File: config.mk
export PLATFORM = sky130hd
export DESIGN_NAME = text_render_ctrl_flat
export DESIGN_NICKNAME = d
export VERILOG_FILES = /design/src/rtl/text_render_if.sv /design/src/rtl/text_render_ctrl.sv /design/src/flat_wrapper.sv
export SDC_FILE = /design/constraint.sdc
export NUM_CORES = 1
export LEC_CHECK = 0
export BUFFER_PORTS_ARGS = -buffer_cell sky130_fd_sc_hd__buf_2
export CORE_MARGIN = 2
export CORE_UTILIZATION = 55
export CTS_BUF_LIST = sky130_fd_sc_hd__clkbuf_8
export DETAILED_ROUTE_END_ITERATION = 10
export GPL_ROUTABILITY_DRIVEN = 1
export PLACE_DENSITY = 0.83
export SKIP_LAST_GASP = 1
export SLEW_MARGIN = 10
export SYNTH_ARGS = -nofsm -noshare
export SYNTH_HDL_FRONTEND = slang
export SYNTH_SLANG_ARGS = --single-unit
File: constraint.sdc
create_clock -name clk -period 3.9 [get_ports clk]
set_input_delay 0.975 -clock clk [delete_from_list [all_inputs] [get_ports clk]]
set_output_delay 0.975 -clock clk [all_outputs]
set_load 0.05 [all_outputs]
File: src/rtl/text_render_if.sv
// Signal bundle between the text renderer, its timing source and its text/font memories.
interface text_render_if;
    logic        de_in;
    logic        hsync_in;
    logic        vsync_in;
    logic [9:0]  x_in;
    logic [8:0]  y_in;
    logic [11:0] txt_addr;
    logic [7:0]  txt_data;
    logic [6:0]  font_ascii;
    logic [3:0]  font_row;
    logic [2:0]  font_col;
    logic        font_pixel;
    logic [6:0]  cursor_x;
    logic [4:0]  cursor_y;
    logic        cursor_en;
    logic [2:0]  fg_in;
    logic [2:0]  bg_in;
    logic        de_out;
    logic        hsync_out;
    logic        vsync_out;
    logic [2:0]  rgb_out;

    modport slave (
        input  de_in, hsync_in, vsync_in, x_in, y_in, txt_data, font_pixel,
               cursor_x, cursor_y, cursor_en, fg_in, bg_in,
        output txt_addr, font_ascii, font_row, font_col,
               de_out, hsync_out, vsync_out, rgb_out
    );

    modport master (
        output de_in, hsync_in, vsync_in, x_in, y_in, txt_data, font_pixel,
               cursor_x, cursor_y, cursor_en, fg_in, bg_in,
        input  txt_addr, font_ascii, font_row, font_col,
               de_out, hsync_out, vsync_out, rgb_out
    );
endinterface

File: src/rtl/text_render_ctrl.sv
// Five-stage character-cell text renderer: text RAM lookup, font ROM lookup,
// inverse/cursor overlay and frame-latched colours, one pixel per clock.
module text_render_ctrl #(
    parameter int COLS         = 80,
    parameter int ROWS         = 30,
    parameter int BLINK_FRAMES = 32
) (
    input logic          clk,
    input logic          rst,
    text_render_if.slave bus
);
    localparam int             BLINK_W = (BLINK_FRAMES > 1) ? $clog2(BLINK_FRAMES) : 1;
    localparam logic [10:0]    X_LIM   = 11'(COLS * 8);
    localparam logic [9:0]     Y_LIM   = 10'(ROWS * 16);
    localparam logic [BLINK_W-1:0] BLINK_LAST = BLINK_W'(BLINK_FRAMES - 1);

    function automatic logic [2:0] pixel_colour(input logic de, input logic in_range,
                                                input logic pix, input logic [2:0] fg,
                                                input logic [2:0] bg);
        if (!de)            return 3'b000;
        else if (!in_range) return bg;
        else                return pix ? fg : bg;
    endfunction

    // Control state (reset)
    logic [5:0]         de_pipe_q, hs_pipe_q, vs_pipe_q;
    logic               vs_prev_q;
    logic [BLINK_W-1:0] blink_cnt_q, blink_cnt_d;
    logic               blink_q, blink_d;
    logic [2:0]         fg_q, bg_q;
    logic [11:0]        txt_addr_q;
    logic [6:0]         font_ascii_q;
    logic [3:0]         font_row_q;
    logic [2:0]         font_col_q;
    logic [2:0]         rgb_q;

    // Datapath carries (no reset)
    logic [9:0]  x_p0_q;
    logic [8:0]  y_p0_q;
    logic        inr_p1_q, inr_p2_q, inr_p3_q, inr_p4_q;
    logic        cur_p1_q, cur_p2_q, cur_p3_q, cur_p4_q;
    logic        inv_p3_q, inv_p4_q;
    logic [3:0]  row_p1_q, row_p2_q;
    logic [2:0]  col_p1_q, col_p2_q;

    logic        frame_edge;
    logic        in_range_p0;
    logic        cur_d;
    logic [11:0] addr_d;
    logic        pix_d;

    assign frame_edge  = bus.vsync_in && !vs_prev_q;
    assign in_range_p0 = ({1'b0, x_p0_q} < X_LIM) && ({1'b0, y_p0_q} < Y_LIM);
    assign addr_d      = 12'(32'(y_p0_q[8:4]) * COLS) + 12'(x_p0_q[9:3]);
    // Cursor underline occupies glyph rows 14 and 15 of the matching cell.
    assign cur_d       = bus.cursor_en && blink_q &&
                         (x_p0_q[9:3] == bus.cursor_x) && (y_p0_q[8:4] == bus.cursor_y) &&
                         (y_p0_q[3:1] == 3'b111);
    assign pix_d       = cur_p4_q | (bus.font_pixel ^ inv_p4_q);

    always_comb begin
        blink_cnt_d = blink_cnt_q;
        blink_d     = blink_q;
        if (frame_edge) begin
            if (blink_cnt_q == BLINK_LAST) begin
                blink_cnt_d = '0;
                blink_d     = ~blink_q;
            end else begin
                blink_cnt_d = blink_cnt_q + 1'b1;
            end
        end
    end

    always_ff @(posedge clk) begin
        if (rst) begin
            de_pipe_q    <= '0;
            hs_pipe_q    <= '0;
            vs_pipe_q    <= '0;
            vs_prev_q    <= 1'b0;
            blink_cnt_q  <= '0;
            blink_q      <= 1'b0;
            fg_q         <= 3'b111;
            bg_q         <= 3'b000;
            txt_addr_q   <= '0;
            font_ascii_q <= '0;
            font_row_q   <= '0;
            font_col_q   <= '0;
            rgb_q        <= '0;
        end else begin
            de_pipe_q   <= {de_pipe_q[4:0], bus.de_in};
            hs_pipe_q   <= {hs_pipe_q[4:0], bus.hsync_in};
            vs_pipe_q   <= {vs_pipe_q[4:0], bus.vsync_in};
            vs_prev_q   <= bus.vsync_in;
            blink_cnt_q <= blink_cnt_d;
            blink_q     <= blink_d;
            if (frame_edge) begin
                fg_q <= bus.fg_in;
                bg_q <= bus.bg_in;
            end
            // stage 1: text RAM address
            if (de_pipe_q[0] && in_range_p0) txt_addr_q <= addr_d;
            // stage 3: font ROM address
            font_ascii_q <= bus.txt_data[6:0];
            font_row_q   <= row_p2_q;
            font_col_q   <= col_p2_q;
            // stage 5: pixel colour
            rgb_q        <= pixel_colour(de_pipe_q[4], inr_p4_q, pix_d, fg_q, bg_q);
        end
    end

    always_ff @(posedge clk) begin
        x_p0_q   <= bus.x_in;
        y_p0_q   <= bus.y_in;
        inr_p1_q <= in_range_p0;
        cur_p1_q <= cur_d;
        row_p1_q <= y_p0_q[3:0];
        col_p1_q <= x_p0_q[2:0];
        inr_p2_q <= inr_p1_q;
        cur_p2_q <= cur_p1_q;
        row_p2_q <= row_p1_q;
        col_p2_q <= col_p1_q;
        inr_p3_q <= inr_p2_q;
        cur_p3_q <= cur_p2_q;
        inv_p3_q <= bus.txt_data[7];
        inr_p4_q <= inr_p3_q;
        cur_p4_q <= cur_p3_q;
        inv_p4_q <= inv_p3_q;
    end

    assign bus.txt_addr   = txt_addr_q;
    assign bus.font_ascii = font_ascii_q;
    assign bus.font_row   = font_row_q;
    assign bus.font_col   = font_col_q;
    assign bus.de_out     = de_pipe_q[5];
    assign bus.hsync_out  = hs_pipe_q[5];
    assign bus.vsync_out  = vs_pipe_q[5];
    assign bus.rgb_out    = rgb_q;
endmodule

File: src/flat_wrapper.sv
// flat-port wrapper written by rule: the top's interface ports become plain ports
module text_render_ctrl_flat 
#(
    parameter int COLS         = 80,
    parameter int ROWS         = 30,
    parameter int BLINK_FRAMES = 32
)
  (clk, rst, bus_de_in, bus_hsync_in, bus_vsync_in, bus_x_in, bus_y_in, bus_txt_data, bus_font_pixel, bus_cursor_x, bus_cursor_y, bus_cursor_en, bus_fg_in, bus_bg_in, bus_txt_addr, bus_font_ascii, bus_font_row, bus_font_col, bus_de_out, bus_hsync_out, bus_vsync_out, bus_rgb_out);
  text_render_if bus_i ();
  input logic clk;
  input logic rst;
  input wire logic [$bits(bus_i.de_in)-1:0] bus_de_in;
  input wire logic [$bits(bus_i.hsync_in)-1:0] bus_hsync_in;
  input wire logic [$bits(bus_i.vsync_in)-1:0] bus_vsync_in;
  input wire logic [$bits(bus_i.x_in)-1:0] bus_x_in;
  input wire logic [$bits(bus_i.y_in)-1:0] bus_y_in;
  input wire logic [$bits(bus_i.txt_data)-1:0] bus_txt_data;
  input wire logic [$bits(bus_i.font_pixel)-1:0] bus_font_pixel;
  input wire logic [$bits(bus_i.cursor_x)-1:0] bus_cursor_x;
  input wire logic [$bits(bus_i.cursor_y)-1:0] bus_cursor_y;
  input wire logic [$bits(bus_i.cursor_en)-1:0] bus_cursor_en;
  input wire logic [$bits(bus_i.fg_in)-1:0] bus_fg_in;
  input wire logic [$bits(bus_i.bg_in)-1:0] bus_bg_in;
  output wire logic [$bits(bus_i.txt_addr)-1:0] bus_txt_addr;
  output wire logic [$bits(bus_i.font_ascii)-1:0] bus_font_ascii;
  output wire logic [$bits(bus_i.font_row)-1:0] bus_font_row;
  output wire logic [$bits(bus_i.font_col)-1:0] bus_font_col;
  output wire logic [$bits(bus_i.de_out)-1:0] bus_de_out;
  output wire logic [$bits(bus_i.hsync_out)-1:0] bus_hsync_out;
  output wire logic [$bits(bus_i.vsync_out)-1:0] bus_vsync_out;
  output wire logic [$bits(bus_i.rgb_out)-1:0] bus_rgb_out;
  assign bus_i.de_in = bus_de_in;
  assign bus_i.hsync_in = bus_hsync_in;
  assign bus_i.vsync_in = bus_vsync_in;
  assign bus_i.x_in = bus_x_in;
  assign bus_i.y_in = bus_y_in;
  assign bus_i.txt_data = bus_txt_data;
  assign bus_i.font_pixel = bus_font_pixel;
  assign bus_i.cursor_x = bus_cursor_x;
  assign bus_i.cursor_y = bus_cursor_y;
  assign bus_i.cursor_en = bus_cursor_en;
  assign bus_i.fg_in = bus_fg_in;
  assign bus_i.bg_in = bus_bg_in;
  assign bus_txt_addr = bus_i.txt_addr;
  assign bus_font_ascii = bus_i.font_ascii;
  assign bus_font_row = bus_i.font_row;
  assign bus_font_col = bus_i.font_col;
  assign bus_de_out = bus_i.de_out;
  assign bus_hsync_out = bus_i.hsync_out;
  assign bus_vsync_out = bus_i.vsync_out;
  assign bus_rgb_out = bus_i.rgb_out;
  text_render_ctrl #(.COLS(COLS), .ROWS(ROWS), .BLINK_FRAMES(BLINK_FRAMES)) u_core (.clk(clk), .rst(rst), .bus(bus_i));
endmodule
Word level (Yosys, flattened, before mapping)
Cells that the tools add are included.
- flip-flop bits (word level): 103
- input port bits: 52
- output and inout bits: 32
- $add $sub $neg: 2
- multipliers: 1
- $lt $le $gt $ge: 2
- eq/ne operators: 4
- muxes and demuxes: 3
- bitwise gates (word level): 4
- reduce and logical (&&, ||, !) cells: 10
- operators by type and width (kind ; number):
    $add A12 B7 Y12 ; 1
    $lt A10 B10 Y1 const B ; 1
    $lt A9 B9 Y1 const B ; 1
    $mul A5 B3 Y8 const B ; 1
    $eq A7 B7 Y1 ; 1
    $logic_and A1 B1 Y1 ; 7
    $mux W3 ; 2
    $add A5 B1 Y5 const B ; 1
    $eq A5 B5 Y1 ; 1
    $eq A5 B5 Y1 const B ; 1
    $mux W5 ; 1
    $eq A3 B3 Y1 const B ; 1
    $not A1 Y1 ; 2
    $reduce_and A2 Y1 ; 1
    $reduce_or A2 Y1 ; 1
    $logic_not A1 Y1 ; 1
    $or A1 B1 Y1 ; 1
    $xor A1 B1 Y1 ; 1

Logic depth before layout (Yosys ltp)
- word-level depth: 4
- depth in mapped cells: 8
- depth with buffers taken out: 8

Worst setup path after synthesis
Ideal clock, no wire load.
- path type: register to register
- start: register u_core.y_p0_q[5]
- end: register u_core.txt_addr_q[10], in the netlist u_core.bus.txt_addr[10]
- library setup time: 0.079 ns
- arrival time: 2.038 ns
- setup slack: 1.782 ns
- cell stages (with the launch flop): 9
- path buffers: 0
- clock period less this slack: 2.118 ns
- path through: dfxtp_1 -> ha_1 -> ha_1 -> inv_1 -> fa_1 -> xnor2_1 -> o2111ai_1 -> xor2_1 -> a211oi_2
- cells in the longest elaborated chain, start to end: 3
- elaborated cells between the ends (all ways): 5
- those cells by class: add/sub: 1; mul: 1; order compare: 1; reduce/logical: 2
- ends and longest elaborated chain (item ; line ; RTL):
    start, declared ; text_render_ctrl.sv:39 ; logic [8:0] y_p0_q;
    start signal, assigned ; text_render_ctrl.sv:113 ; y_p0_q <= bus.y_in;
    parallel branches: the longest is 3 deep, another holds $add A12 B7 Y12 ; - ;
    end signal, assigned ; text_render_ctrl.sv:101 ; if (de_pipe_q[0] && in_range_p0) txt_addr_q <= addr_d;
    end, declared ; text_render_ctrl.sv:31 ; logic [11:0] txt_addr_q;
Parallel ways; which one is timed is not known.
A chain may end at the register's enable or synchronous reset.

Final worst setup path
Same ends and word-level chain as after synthesis.

==> impl_results.md <==
* Status: finished, final reports clean
* Syn Inst Count at 288
* Grt total ovfl at 0
* Sequential fraction of the synthesis area at 62.9%
* Commonest cells post-synth: dfxtp_1, nor2b_1, nand2_1, a21oi_1, xnor2_1
* ANT nets after route at 0
* Die width at 80.8 um
* Placed Cells at 433
* Clk sinks at 102
* Unique cell type count in the Yosys netlist at 33
* Post-synth top area share at 62.9%
* Initial antenna violation count at 0
* Power density cells at 512 nW/um2
* CTS resizes at 0
* Worst-case clock buffer depth at 2
* Most common cell in the netlist: dfxtp_1
* EDFF count, synth at 0
* Yosys Warn Count at 0
* Clk root buf: clkbuf_8
* Detailed Place HPWL at 3.74 mm
* Syn nets at 353
* First-pass GRT wire length at 8.52 mm
* Fillcell total at 443
* Hold Path Class: reg -> reg
* CTS tree: done
* Ranking of synthesized cells by area: dfxtp_1, nor2b_1, xnor2_1, ha_1, nand2_1
* Avg Inst Size Synth at 11.3 um2
* Area leader, netlist: dfxtp_1
* Final wirelength at 5.28 mm
* Element type at the critical path start: flop
* Max Slew Vio Count at 0
* Peak Freq at 0.429 GHz
* DR iter-0 viols at 44
* FF+latch count, synth at 102
* Layout cells sized above 1 at 27.9%
* Gpl congestion at 0.896
* Slew HR at 34.7%
* Peak fanout along the critical path at 5
* Die footprint at 6530 um2
* Post-layout min period at 2.33 ns
* Max-cap violations at 0
* Primary FF master, synth: dfxtp_1
* Number of global-route vias before repair at 2,031
* Critical Path Sink Type: flop
* # DRC at 0
* Die H at 80.8 um
* H-tree levels at 3
* Synth-to-layout area growth at 20.6%
* Setup CP Type: reg -> reg
* Total Routing Usage GR at 17.1%
* Fin util at 69.8%
* Post-CTS Setup Bufs at 0
* Crit share post-route at 59.7%
* Peak supply drop at 0.338 mV
* CTS Hold Bufs at 0
* Avg WL per Cell at 11.8 um
* I/O Buffers at 83
* Clock latency on the worst-skew pair at 0.35 ns
* Final nets at 437
* Core footprint at 5610 um2
* Via count at 2,138
* CTS buffer count at 9
* Fin Hold WS at 0.330 ns
* Post-route setup slack at 1.57 ns
* FFs w/ async S/R, synth at 0%
* Pre-CTS setup slack at 1.63 ns
* Skew final at 0.00897 ns
* Drt first pass iters at 4
* Largest net degree at the start of global routing at 57
* Final setup vio count at 0
* Leakage at 1.76 nW
* Via density at 4.76
* Worst-Margin Slew at 0.979 ns
* Worst Path Arrival at 2.60 ns
* FP Rows at 27
* Initial Util at 57.9%
* Clock slew at reported path FFs at 0.09 ns
* IO Count at 84
* Final hold violation count at 0
* Unrepaired setup endpoints after global routing: no
* N_diodes at 0
* Req. time, crit path at 4.17 ns
* Fin cells at 449
* Synthesized cell area at 3240 um2
* Setup_tns at 0 ns
==> cell families after synthesis <==
group	count (synthesis)	share of synthesized area (%)
flip-flops	102	62.9
buffers and inverters	18	2.58
adder cells (fa/ha/maj)	13	5.48
multiplexers	3	0.926
AO/OA/AOI/OAI	32	6.17
AND/OR/NAND/NOR	100	16.5
XOR/XNOR	20	5.40
==> cell usage in the layout (no fill, tap or decap), drive strengths merged, types with 9 or more instances in the layout <==
master,count
xnor2,17
clkbuf,9
nor2b,35
ha,11
a21oi,18
buf,83
dfxtp,102
inv,10
nand2,30
nor2,11
==> metal layers <==
metal  GRT usage, %  wire length [um]  up-vias
met3           4.33               297        4
met5              0                 0        -
met2           30.5              2700       60
li1               -                 -     1109
met4           8.14                25        0
met1           19.1              2250      965
==> power by group <==
part	switching, mW	internal, mW	total [mW]
logic	0.131	0.0831	0.214
registers	0.0208	1.09	1.11
clock network	0.367	0.312	0.679
==> flip-flops by register name, indices dropped and copies added, names as in the netlist, 4 cells and up <==
| signal | cells |
|---|---|
| u_core.bus.txt_addr | 12 |
| u_core.x_p0_q | 10 |
| u_core.y_p0_q | 9 |
| u_core.bus.font_ascii | 7 |
| u_core.de_pipe_q | 6 |
| u_core.hs_pipe_q | 6 |
| u_core.vs_pipe_q | 6 |
| u_core.blink_cnt_q | 5 |
| u_core.bus.font_row | 4 |
| u_core.row_p1_q | 4 |
| u_core.row_p2_q | 4 |
==> worst max-delay path, stage by stage, from the launching register on <==
cell,delay (ns)
dfxtp_1,0.37
ha_1,0.30
ha_1,0.16
inv_1,0.06
fa_1,0.46
xnor2_1,0.29
o2111ai_1,0.21
xor2_1,0.19
a211oi_2,0.22
==> final timing paths <==
| kind | depth (start not counted) | from | slack (ns) | end |
|---|---|---|---|---|
| setup / recovery | 8 | u_core.y_p0_q[5] | 1.57 | u_core.bus.txt_addr[10] |
| setup reg to reg | 8 | u_core.y_p0_q[5] | 1.57 | u_core.bus.txt_addr[10] |
| hold reg to reg | 0 | u_core.inr_p2_q | 0.33 | u_core.inr_p3_q |
| hold / removal | 0 | u_core.inr_p2_q | 0.33 | u_core.inr_p3_q |
==> stage by stage <==
stage / total power, mW / instance area (um2)
floorplan: 1.29 / 3240
global placement: 1.34 / 3700
detailed placement: 1.35 / 3700
CTS: 2.02 / 3910
global route: 2.09 / 3910
finish: 2.00 / 3910
==> area by class of cell <==
type	instances	area [um2]	share of cell area [%]
multi-input cells	168	1120	28.6
well taps	72	90.1	2.30
clock inverters	7	92.6	2.37
inverters	8	30.0	0.768
repair buffers	83	415	10.6
clock buffers	9	124	3.17
flip-flops and latches	102	2040	52.2
(Power assumes the default switching activity.)
